`config.mk`:
```
export PLATFORM = sky130hd
export DESIGN_NAME = bt_status_tx
export DESIGN_NICKNAME = d
export VERILOG_FILES = /design/src/rtl/bt_status_tx.sv
export SDC_FILE = /design/constraint.sdc
export NUM_CORES = 1
export LEC_CHECK = 0
export CORE_ASPECT_RATIO = 0.75
export CORE_MARGIN = 5
export CORE_UTILIZATION = 42
export DETAILED_ROUTE_END_ITERATION = 12
export HOLD_SLACK_MARGIN = 0.05
export PLACE_DENSITY = 0.63
export SETUP_SLACK_MARGIN = 0.4
export SYNTH_ARGS = -nofsm -noshare
export SYNTH_HDL_FRONTEND = slang
export SYNTH_SLANG_ARGS = --single-unit
```
`constraint.sdc`:
```
create_clock -name clk -period 2.55 [get_ports clk]
set_input_delay 0.51 -clock clk [delete_from_list [all_inputs] [get_ports clk]]
set_output_delay 0.51 -clock clk [all_outputs]
set_load 0.01 [all_outputs]
```
`src/rtl/bt_status_tx.sv`:
```
// Status-frame UART transmitter: snapshots player state and sends a 7-byte 8N1 frame
// (A5, song, vol, flags, minute, second, xor checksum) on request or on state change.
`timescale 1ns/1ps
module bt_status_tx #(
   parameter int unsigned CLK_FREQ = 100_000_000,
   parameter int unsigned BAUD     = 9600
) (
   input  logic       clk,
   input  logic       rst,
   input  logic [2:0] i_song_select,
   input  logic [3:0] i_vol_level,
   input  logic       i_pause,
   input  logic       i_finish_song,
   input  logic [7:0] i_minute,
   input  logic [7:0] i_second,
   input  logic       i_send,
   output logic       o_tx,
   output logic       o_busy,
   output logic       o_done
);

   localparam int unsigned DIV = CLK_FREQ / BAUD;
   localparam int unsigned CntW = (DIV > 1) ? $clog2(DIV) : 1;
   localparam logic [CntW-1:0] CntMax = CntW'(DIV - 1);
   localparam logic [7:0] SyncByte = 8'hA5;

   typedef enum logic [2:0] {StIdle, StStart, StData, StStop, StDone} state_e;

   state_e          state_q, state_d;
   logic [CntW-1:0] cnt_q, cnt_d;
   logic [2:0]      bit_q, bit_d;
   logic [2:0]      byte_q, byte_d;
   logic            tx_q, tx_d;
   logic            busy_q, busy_d;
   logic            done_q, done_d;
   logic            pending_q, pending_d;
   logic            finish_q, finish_d;

   logic [2:0]      song_prev_q;
   logic [3:0]      vol_prev_q;
   logic            pause_prev_q;

   logic [2:0]      snap_song_q;
   logic [3:0]      snap_vol_q;
   logic [1:0]      snap_flags_q;
   logic [7:0]      snap_min_q;
   logic [7:0]      snap_sec_q;
   logic [7:0]      snap_chk_q;

   logic            change;
   logic            req;
   logic            accept;
   logic            tc;
   logic [2:0]      next_bit;
   logic [7:0]      chk_new;
   logic [7:0]      cur_byte;

   assign change = (i_song_select != song_prev_q) | (i_vol_level != vol_prev_q) |
                   (i_pause != pause_prev_q);
   assign req    = i_send | i_finish_song | change;
   assign accept = pending_q & ((state_q == StIdle) | (state_q == StDone));
   assign tc     = (cnt_q == CntMax);
   assign next_bit = bit_q + 3'd1;

   assign chk_new = {5'b0, i_song_select} ^ {4'b0, i_vol_level} ^ {6'b0, finish_q, i_pause} ^
                    i_minute ^ i_second;

   // Requests collapse into one pending frame; a finish pulse during accept carries forward.
   assign pending_d = (pending_q & ~accept) | req;
   assign finish_d  = accept ? i_finish_song : (finish_q | i_finish_song);

   always_comb begin
      cur_byte = SyncByte;
      case (byte_q)
         3'd0:    cur_byte = SyncByte;
         3'd1:    cur_byte = {5'b0, snap_song_q};
         3'd2:    cur_byte = {4'b0, snap_vol_q};
         3'd3:    cur_byte = {6'b0, snap_flags_q};
         3'd4:    cur_byte = snap_min_q;
         3'd5:    cur_byte = snap_sec_q;
         default: cur_byte = snap_chk_q;
      endcase
   end

   always_comb begin
      state_d = state_q;
      cnt_d   = cnt_q;
      bit_d   = bit_q;
      byte_d  = byte_q;
      tx_d    = tx_q;
      busy_d  = busy_q;
      done_d  = 1'b0;
      case (state_q)
         StIdle, StDone: begin
            if (pending_q) begin
               state_d = StStart;
               cnt_d   = '0;
               bit_d   = '0;
               byte_d  = '0;
               tx_d    = 1'b0;
               busy_d  = 1'b1;
            end else begin
               state_d = StIdle;
               tx_d    = 1'b1;
               busy_d  = 1'b0;
            end
         end
         StStart: begin
            cnt_d = cnt_q + 1'b1;
            if (tc) begin
               cnt_d   = '0;
               bit_d   = '0;
               tx_d    = cur_byte[0];
               state_d = StData;
            end
         end
         StData: begin
            cnt_d = cnt_q + 1'b1;
            if (tc) begin
               cnt_d = '0;
               if (bit_q == 3'd7) begin
                  tx_d    = 1'b1;
                  state_d = StStop;
               end else begin
                  bit_d = next_bit;
                  tx_d  = cur_byte[next_bit];
               end
            end
         end
         StStop: begin
            cnt_d = cnt_q + 1'b1;
            if (tc) begin
               cnt_d = '0;
               if (byte_q == 3'd6) begin
                  done_d = 1'b1;
                  // Line stays high one cycle in StDone before a back-to-back frame.
                  if (pending_q) begin
                     state_d = StDone;
                  end else begin
                     state_d = StIdle;
                     busy_d  = 1'b0;
                  end
               end else begin
                  byte_d  = byte_q + 3'd1;
                  tx_d    = 1'b0;
                  state_d = StStart;
               end
            end
         end
         default: begin
            state_d = StIdle;
            tx_d    = 1'b1;
            busy_d  = 1'b0;
         end
      endcase
   end

   always_ff @(posedge clk or posedge rst) begin
      if (rst) begin
         state_q      <= StIdle;
         cnt_q        <= '0;
         bit_q        <= '0;
         byte_q       <= '0;
         tx_q         <= 1'b1;
         busy_q       <= 1'b0;
         done_q       <= 1'b0;
         pending_q    <= 1'b0;
         finish_q     <= 1'b0;
         song_prev_q  <= '0;
         vol_prev_q   <= '0;
         pause_prev_q <= 1'b0;
      end else begin
         state_q      <= state_d;
         cnt_q        <= cnt_d;
         bit_q        <= bit_d;
         byte_q       <= byte_d;
         tx_q         <= tx_d;
         busy_q       <= busy_d;
         done_q       <= done_d;
         pending_q    <= pending_d;
         finish_q     <= finish_d;
         song_prev_q  <= i_song_select;
         vol_prev_q   <= i_vol_level;
         pause_prev_q <= i_pause;
      end
   end

   always_ff @(posedge clk or posedge rst) begin
      if (rst) begin
         snap_song_q  <= '0;
         snap_vol_q   <= '0;
         snap_flags_q <= '0;
         snap_min_q   <= '0;
         snap_sec_q   <= '0;
         snap_chk_q   <= '0;
      end else if (accept) begin
         snap_song_q  <= i_song_select;
         snap_vol_q   <= i_vol_level;
         snap_flags_q <= {finish_q, i_pause};
         snap_min_q   <= i_minute;
         snap_sec_q   <= i_second;
         snap_chk_q   <= chk_new;
      end
   end

   assign o_tx   = tx_q;
   assign o_busy = busy_q;
   assign o_done = done_q;

endmodule

```
==> results of run 1 <==
-- sequential cells by signal, indices dropped and copies added (netlist names) --
signal / cells
snap_min_q: 8
vol_prev_q: 4
snap_chk_q: 8
snap_flags_q: 2
snap_vol_q: 4
o_tx: 1
o_done: 1
pause_prev_q: 1
state_q: 3
cnt_q: 14
snap_sec_q: 8
byte_q: 3
snap_song_q: 3
song_prev_q: 3
pending_q: 1
finish_q: 1
bit_q: 3
o_busy: 1
-- critical path: cells and delay by family (launching register included) --
family	cells	cell delay, ps
flops	1	420
fa+ha+maj	1	230
buf+inv	1	150
simple gates	1	540
compound gates	4	720
-- cell type report --
| type | instances | area [um2] | area share |
|---|---|---|---|
| inverters | 9 | 37.54 | 0.008499 |
| multi-input cells | 247 | 1764 | 0.3994 |
| clock inverters | 7 | 75.07 | 0.01700 |
| clock buffers | 9 | 225.2 | 0.05099 |
| flip-flops and latches | 69 | 1730 | 0.3918 |
| repair buffers | 46 | 449.2 | 0.1017 |
| well taps | 108 | 135.1 | 0.03059 |
-- worst min path at each step --
stage,startpoint,to,slack [ps]
2_1_floorplan,snap_chk_q[0],snap_chk_q[0],440
3_3_place_gp,snap_chk_q[7],snap_chk_q[7],460
3_5_place_dp,snap_chk_q[7],snap_chk_q[7],470
4_1_cts,snap_chk_q[5],snap_chk_q[5],490
5_1_grt,snap_chk_q[5],snap_chk_q[5],510
6_report,snap_chk_q[5],snap_chk_q[5],480
-- logic make-up (layout without fill, tap and decap cells) --
logic type	after synthesis	in the layout	share of synthesized area
XOR/XNOR	27	27	0.06697
AO/OA/AOI/OAI	81	81	0.1471
buffers and inverters	24	71	0.02977
multiplexers	33	33	0.1038
AND/OR/NAND/NOR	98	98	0.1347
flip-flops	69	69	0.4894
adder cells (fa/ha/maj)	8	8	0.02835
-- layer usage --
metal | up-vias | track usage
li1 | 1310 | -
met1 | 1302 | 0.2360
met2 | 51 | 0.2366
met3 | 7 | 0.05277
met4 | 0 | 0.05058
met5 | - | 0
-- placed cells by master (no fill, tap or decap), types with 2 or more instances in the layout --
cell / synthesis / layout
dfrtp_1: 68 / 66
o21ai_0: 36 / 36
nand2_1: 35 / 35
clkdlybuf4s50_1: 0 / 30
mux2_2: 29 / 29
nor2_1: 21 / 21
xnor2_1: 17 / 17
buf_4: 0 / 13
a21oi_1: 10 / 10
xor2_1: 10 / 10
nand3_1: 9 / 9
clkbuf_16: 0 / 9
inv_1: 9 / 8
nand2b_1: 7 / 7
nand4_1: 5 / 5
and3_1: 5 / 5
o31ai_1: 5 / 5
a22oi_1: 5 / 5
a21o_1: 4 / 4
mux2i_1: 4 / 4
clkinvlp_4: 0 / 4
a31oi_1: 3 / 3
nor4_1: 3 / 3
o22ai_1: 3 / 3
ha_4: 0 / 3
ha_2: 0 / 3
nor3_1: 2 / 2
a32oi_1: 2 / 2
a22o_1: 2 / 2
ha_1: 8 / 2
dfrtp_2: 0 / 2
buf_12: 0 / 2
-- where the power goes --
group          total (W)  leakage (nW)  internal [W]  switching, W
registers        0.00117         0.831       0.00114     0.0000292
logic           0.000168         0.819     0.0000946     0.0000732
clock network    0.00126         0.138      0.000759      0.000499
-- metrics by stage --
stage / instance area (um2) / cells / worst slack, ps / hold slack [ps]
2_1_floorplan: 3537 / 340 / 431.4 / 441.3
3_3_place_gp: 3984 / 471 / 359.8 / 464.2
3_5_place_dp: 3984 / 471 / 288.5 / 469.4
4_1_cts: 4317 / 490 / 413.1 / 487.0
5_1_grt: 4417 / 495 / 361.9 / 513.0
6_report: 4417 / 495 / 432.3 / 484.0
-- what timing repair did --
| item | 4_1_cts | 5_1_grt |
|---|---|---|
| endpoints found under the hold margin | 0 | 0 |
| pin swaps | 3 | 4 |
| hold buffers | 0 | 0 |
| buffers inserted | 3 | 5 |
| endpoints found under the setup margin | 14 | 13 |
| resized for setup | 5 | 13 |
| cloned | 0 | 0 |
==> key figures, run 1 <==
Final layout
  • Area growth, synth to finish: 25.09%
  • # diodes: 0
  • Share of post-route cells with drive strength above 1: 0.2041
  • Final #Nets: 418
  • Final core occ: 0.5292
  • # fillers: 770

Die
  • Die Ht: 89.41 um
  • Starting density of the core: 0.4231
  • Core Rows: 29
  • Core box area: 8346 um2
  • Io pins: 31
  • Die Width: 115.9 um
  • Overall die area: 10360 um2

Drt
  • Initial DRC count: 164
  • Drt total wl: 8.007 mm
  • Max layer used: met4
  • Post-route ant nets: 0
  • Met3 wire len: 409 um
  • DR vias/cell: 5.394
  • Wl on met1: 4.055 mm
  • Total number of vias: 2670
  • Post-route DRC: 0
  • Routed wire per std cell: 16.18 um
  • Drt first pass iters: 4
  • Met2 wire len: 3.436 mm

Clocking
  • CTS clk-pin slew, worst paths: 60 ps
  • Worst skew pair latency: 340 ps
  • CTS Buffer Depth: 2
  • CTS root buffer: clkbuf_16
  • CTS Sinks: 69
  • CTS buffer count: 9
  • H-tree depth: 3
  • CTS tree: built

Critical path
  • Critical path cell sequence: inv_1 -> ha_4 -> or4_4 -> o21ai_1 -> o22ai_1 -> a2111oi_2 -> o32a_1
  • Startpoint Class: flop
  • Critical R2R Capture: o_tx
  • WP data arrival: 2400 ps
  • Worst Setup End Kind: flop
  • Setup crit end: o_tx
  • FF-to-FF path depth: 7
  • Origin of the critical flop-to-flop path: byte_q[1]
  • Critical path origin: byte_q[1]
  • CP max-delay cell: or4_4
  • Reg2reg setup slack: 430 ps
  • WP data required: 2830 ps
  • Crit Path Max Fanout: 10
  • Crit path kind: reg2reg
  • Crit-path max cell delay: 540 ps

Worst hold path
  • Hold path depth: 2
  • Worst Hold Class: reg2reg

STA
  • Max Freq: 0.4722 GHz
  • Tmin final: 2118 ps
  • Worst-Margin Slew: 495.0 ps
  • Fin. max-slew vios: 0
  • Setup TNS: 0 ps
  • Final Skew: 5.935 ps
  • RSZ-0062 raised after global routing: yes
  • Tcrit/Tclk final: 0.8305
  • Final hold viol count: 0
  • Max transition margin: 0.6693
  • Endpoints failing setup: 0

Synthesis
  • Post-synth cell types: 48
  • #FFs+latches synth: 69
  • Post-synth net total: 376
  • Cell count after synthesis: 340
  • Syn Area/Cell: 10.38 um2
  • Largest cells by area after synthesis: dfrtp_1 (48%), mux2_2 (9.2%), o21ai_0 (5.1%)
  • Dominant cell type by area after synthesis: dfrtp_1
  • Fraction of registers with async set/reset: 1.000
  • Yosys top cell area share: 0.4819
  • Top-count cell post-synth: dfrtp_1
  • Post-Synthesis Cell Area: 3531 um2
  • Post-synth EDFFs: 0
  • Synth Warn #: 0
  • Synth Flop Type: dfrtp_1
  • Post-synth top cells: dfrtp_1 (68), o21ai_0 (36), nand2_1 (35)
  • Post-synthesis sequential area ratio: 0.4894

Run
  • MaxCap Viol Count: 0

Pwr
  • Pwr Total: 0.002597 W
  • Static leakage: 1.789 nW
  • Worst vdd ir: 0.0004198 V
  • PwrDens: 588.1 nW/um2

Global route
  • Gr ovfl total: 0
  • First-pass GRT wire length: 13.21 mm
  • GR Util All Layers: 0.1644
  • Largest net degree at the start of global routing: 46
  • Initial antenna violation count: 0
  • Vias in the first global route: 2597

Placement
  • RD Place Congestion: 0.8327
  • IO Port Bufs: 30
  • Detailed placement HPWL: 5.396 mm

Outcome
  • Status: finished clean
Note: power is estimated with default switching activity, not from simulation.
==> inputs of run 2 (changes only) <==
- PLACE_DENSITY: 0.63 -> 0.65
- clock period: 2.55 -> 1.9 ns (I/O delays scaled with it)
==> run 2 against run 1 <==
Against the previous run: the flow now finishes with violations (setup timing); sequential power is 34% higher; critical endpoint unchanged; critical path type unchanged; die area stayed put; largest cell class unchanged; largest power group unchanged; via count is 9.9% higher.
==> key figures, run 2 (synthesized netlist as in run 1, its figures left out) <==
Die
  • Overall die area: 10360 um2
  • Core Rows: 29
  • Die Width: 115.9 um
  • Starting density of the core: 0.4231
  • Io pins: 31
  • Core box area: 8346 um2
  • Die Ht: 89.41 um

Clocking
  • CTS Buffer Depth: 2
  • CTS clk-pin slew, worst paths: 60 ps
  • CTS tree: built
  • CTS buffer count: 9
  • CTS root buffer: clkbuf_16
  • CTS Sinks: 69
  • H-tree depth: 3
  • Worst skew pair latency: 340 ps

Pwr
  • Static leakage: 2.156 nW
  • Pwr Total: 0.003384 W
  • Worst vdd ir: 0.0005087 V
  • PwrDens: 667.8 nW/um2

Worst hold path
  • Worst Hold Class: in2reg
  • Min-delay src: i_song_select[0]
  • Hold EP: song_prev_q[0]
  • Hold path depth: 1

Final layout
  • Multi-input gate area: 2024 um2
  • Register Area: 1729 um2
  • Commonest non-fill, non-tap cell in the layout: dfrtp_1
  • Most frequent cells in the layout: dfrtp_1 (67), buf_4 (38), nand2_1 (34), mux2_2 (28), clkdlybuf4s50_1 (25)
  • Max FFs per register: 14
  • Share of post-route cells with drive strength above 1: 0.3916
  • Register bank with the most flops: cnt_q
  • Fin cells: 537
  • # fillers: 655
  • Final #Nets: 460
  • # diodes: 0
  • Area growth, synth to finish: 43.52%

STA
  • Final Skew: 7.511 ps
  • Fin. max-slew vios: 0
  • Worst-Margin Slew: 374.4 ps
  • Max Freq: 0.4948 GHz
  • RSZ-0062 raised after global routing: yes
  • Tmin final: 2021 ps
  • PnR worst setup slack: -121.1 ps
  • Tcrit/Tclk final: 1.064
  • Final hold viol count: 0
  • Endpoints failing setup: 4
  • Max transition margin: 0.7504

Critical path
  • Crit Path Max Fanout: 4
  • Crit path kind: reg2reg
  • Origin of the critical flop-to-flop path: byte_q[0]
  • WP data required: 2170 ps
  • Critical R2R Capture: o_tx
  • Startpoint Class: flop
  • Worst Setup End Kind: flop
  • WP data arrival: 2290 ps
  • FF-to-FF path depth: 9
  • Reg2reg setup slack: -120 ps

Outcome
  • Status: finished, violations left
  • Violated checks: setup timing

Global route
  • GR Util All Layers: 0.1794
  • Vias in the first global route: 2851
  • Largest net degree at the start of global routing: 70
  • First-pass GRT wire length: 14.42 mm
  • Initial antenna violation count: 0
  • Gr ovfl total: 0

Drt
  • Total number of vias: 2934
  • Drt first pass iters: 4
  • DR vias/cell: 5.464
  • Drt total wl: 8.934 mm
  • Post-route DRC: 0
  • Post-route ant nets: 0
  • Initial DRC count: 168
  • Routed wire per std cell: 16.64 um

Placement
  • Detailed placement HPWL: 5.473 mm
  • RD Place Congestion: 0.8724
  • IO Port Bufs: 30
  • Placed Cells: 495

Run
  • MaxCap Viol Count: 0
## run 2: area by class of cell
| type | count | area share |
|---|---|---|
| clock buffer | 9 | 0.04444 |
| clock inverter | 7 | 0.01160 |
| inverter | 9 | 0.008395 |
| multi-input combinational | 248 | 0.3995 |
| sequential | 69 | 0.3412 |
| tap | 108 | 0.02667 |
| timing repair buffer | 87 | 0.1681 |
## run 2: metal layers
layer,track usage,routed length (um),vias up
li1,-,-,1401
met1,0.2683,4323,1445
met2,0.2517,4003,75
met3,0.05074,474,13
met4,0.05374,133,0
met5,0,0,-
## run 2: critical path, stage by stage (launching register included)
cell and delay (ps):
dfrtp_1 410, inv_2 70, ha_1 210, nor2b_1 170, buf_4 160, a22oi_1 180, nand4_1 140, a31oi_1 220
a211oi_2 100, o32a_1 280
## run 2: what timing repair did
| action | in CTS | in global routing |
|---|---|---|
| buffers inserted | 16 | 8 |
| gates resized for setup | 73 | 30 |
| setup endpoints to repair | 31 | 60 |
| hold buffers | 0 | 0 |
| pin swaps | 28 | 14 |
| gates cloned | 2 | 0 |
## run 2: worst max-delay path by stage
stage / start / slack (ps) / end
after floorplan: byte_q[2] / -200 / o_tx
final: byte_q[0] / -120 / o_tx
after global placement: byte_q[0] / -210 / o_tx
after global routing: byte_q[0] / -230 / o_tx
after CTS: byte_q[0] / -90 / o_tx
after detailed placement: byte_q[0] / -240 / o_tx
## run 2: stage by stage
stage / instance area, um2 / util / setup slack (ps) / hold WS [ps] / setup TNS (ps)
6_report: 5067 / 0.6072 / -121.1 / 273.7 / -175.5
5_1_grt: 5067 / 0.6072 / -234.2 / 282.2 / -1584
4_1_cts: 4902 / 0.5874 / -94.97 / 489.3 / -94.97
3_5_place_dp: 4185 / 0.5015 / -236.1 / 476.1 / -238.0
3_3_place_gp: 4185 / 0.5015 / -213.8 / 466.8 / -213.8
2_1_floorplan: 3591 / - / -199.5 / 411.4 / -199.5
## run 2: report_power, final
group,switching (W),leakage (nW),internal [W],total (W)
clock network,0.000689,0.133,0.000898,0.00159
registers,0.0000363,0.833,0.00153,0.00157
logic,0.000101,1.19,0.000127,0.000228
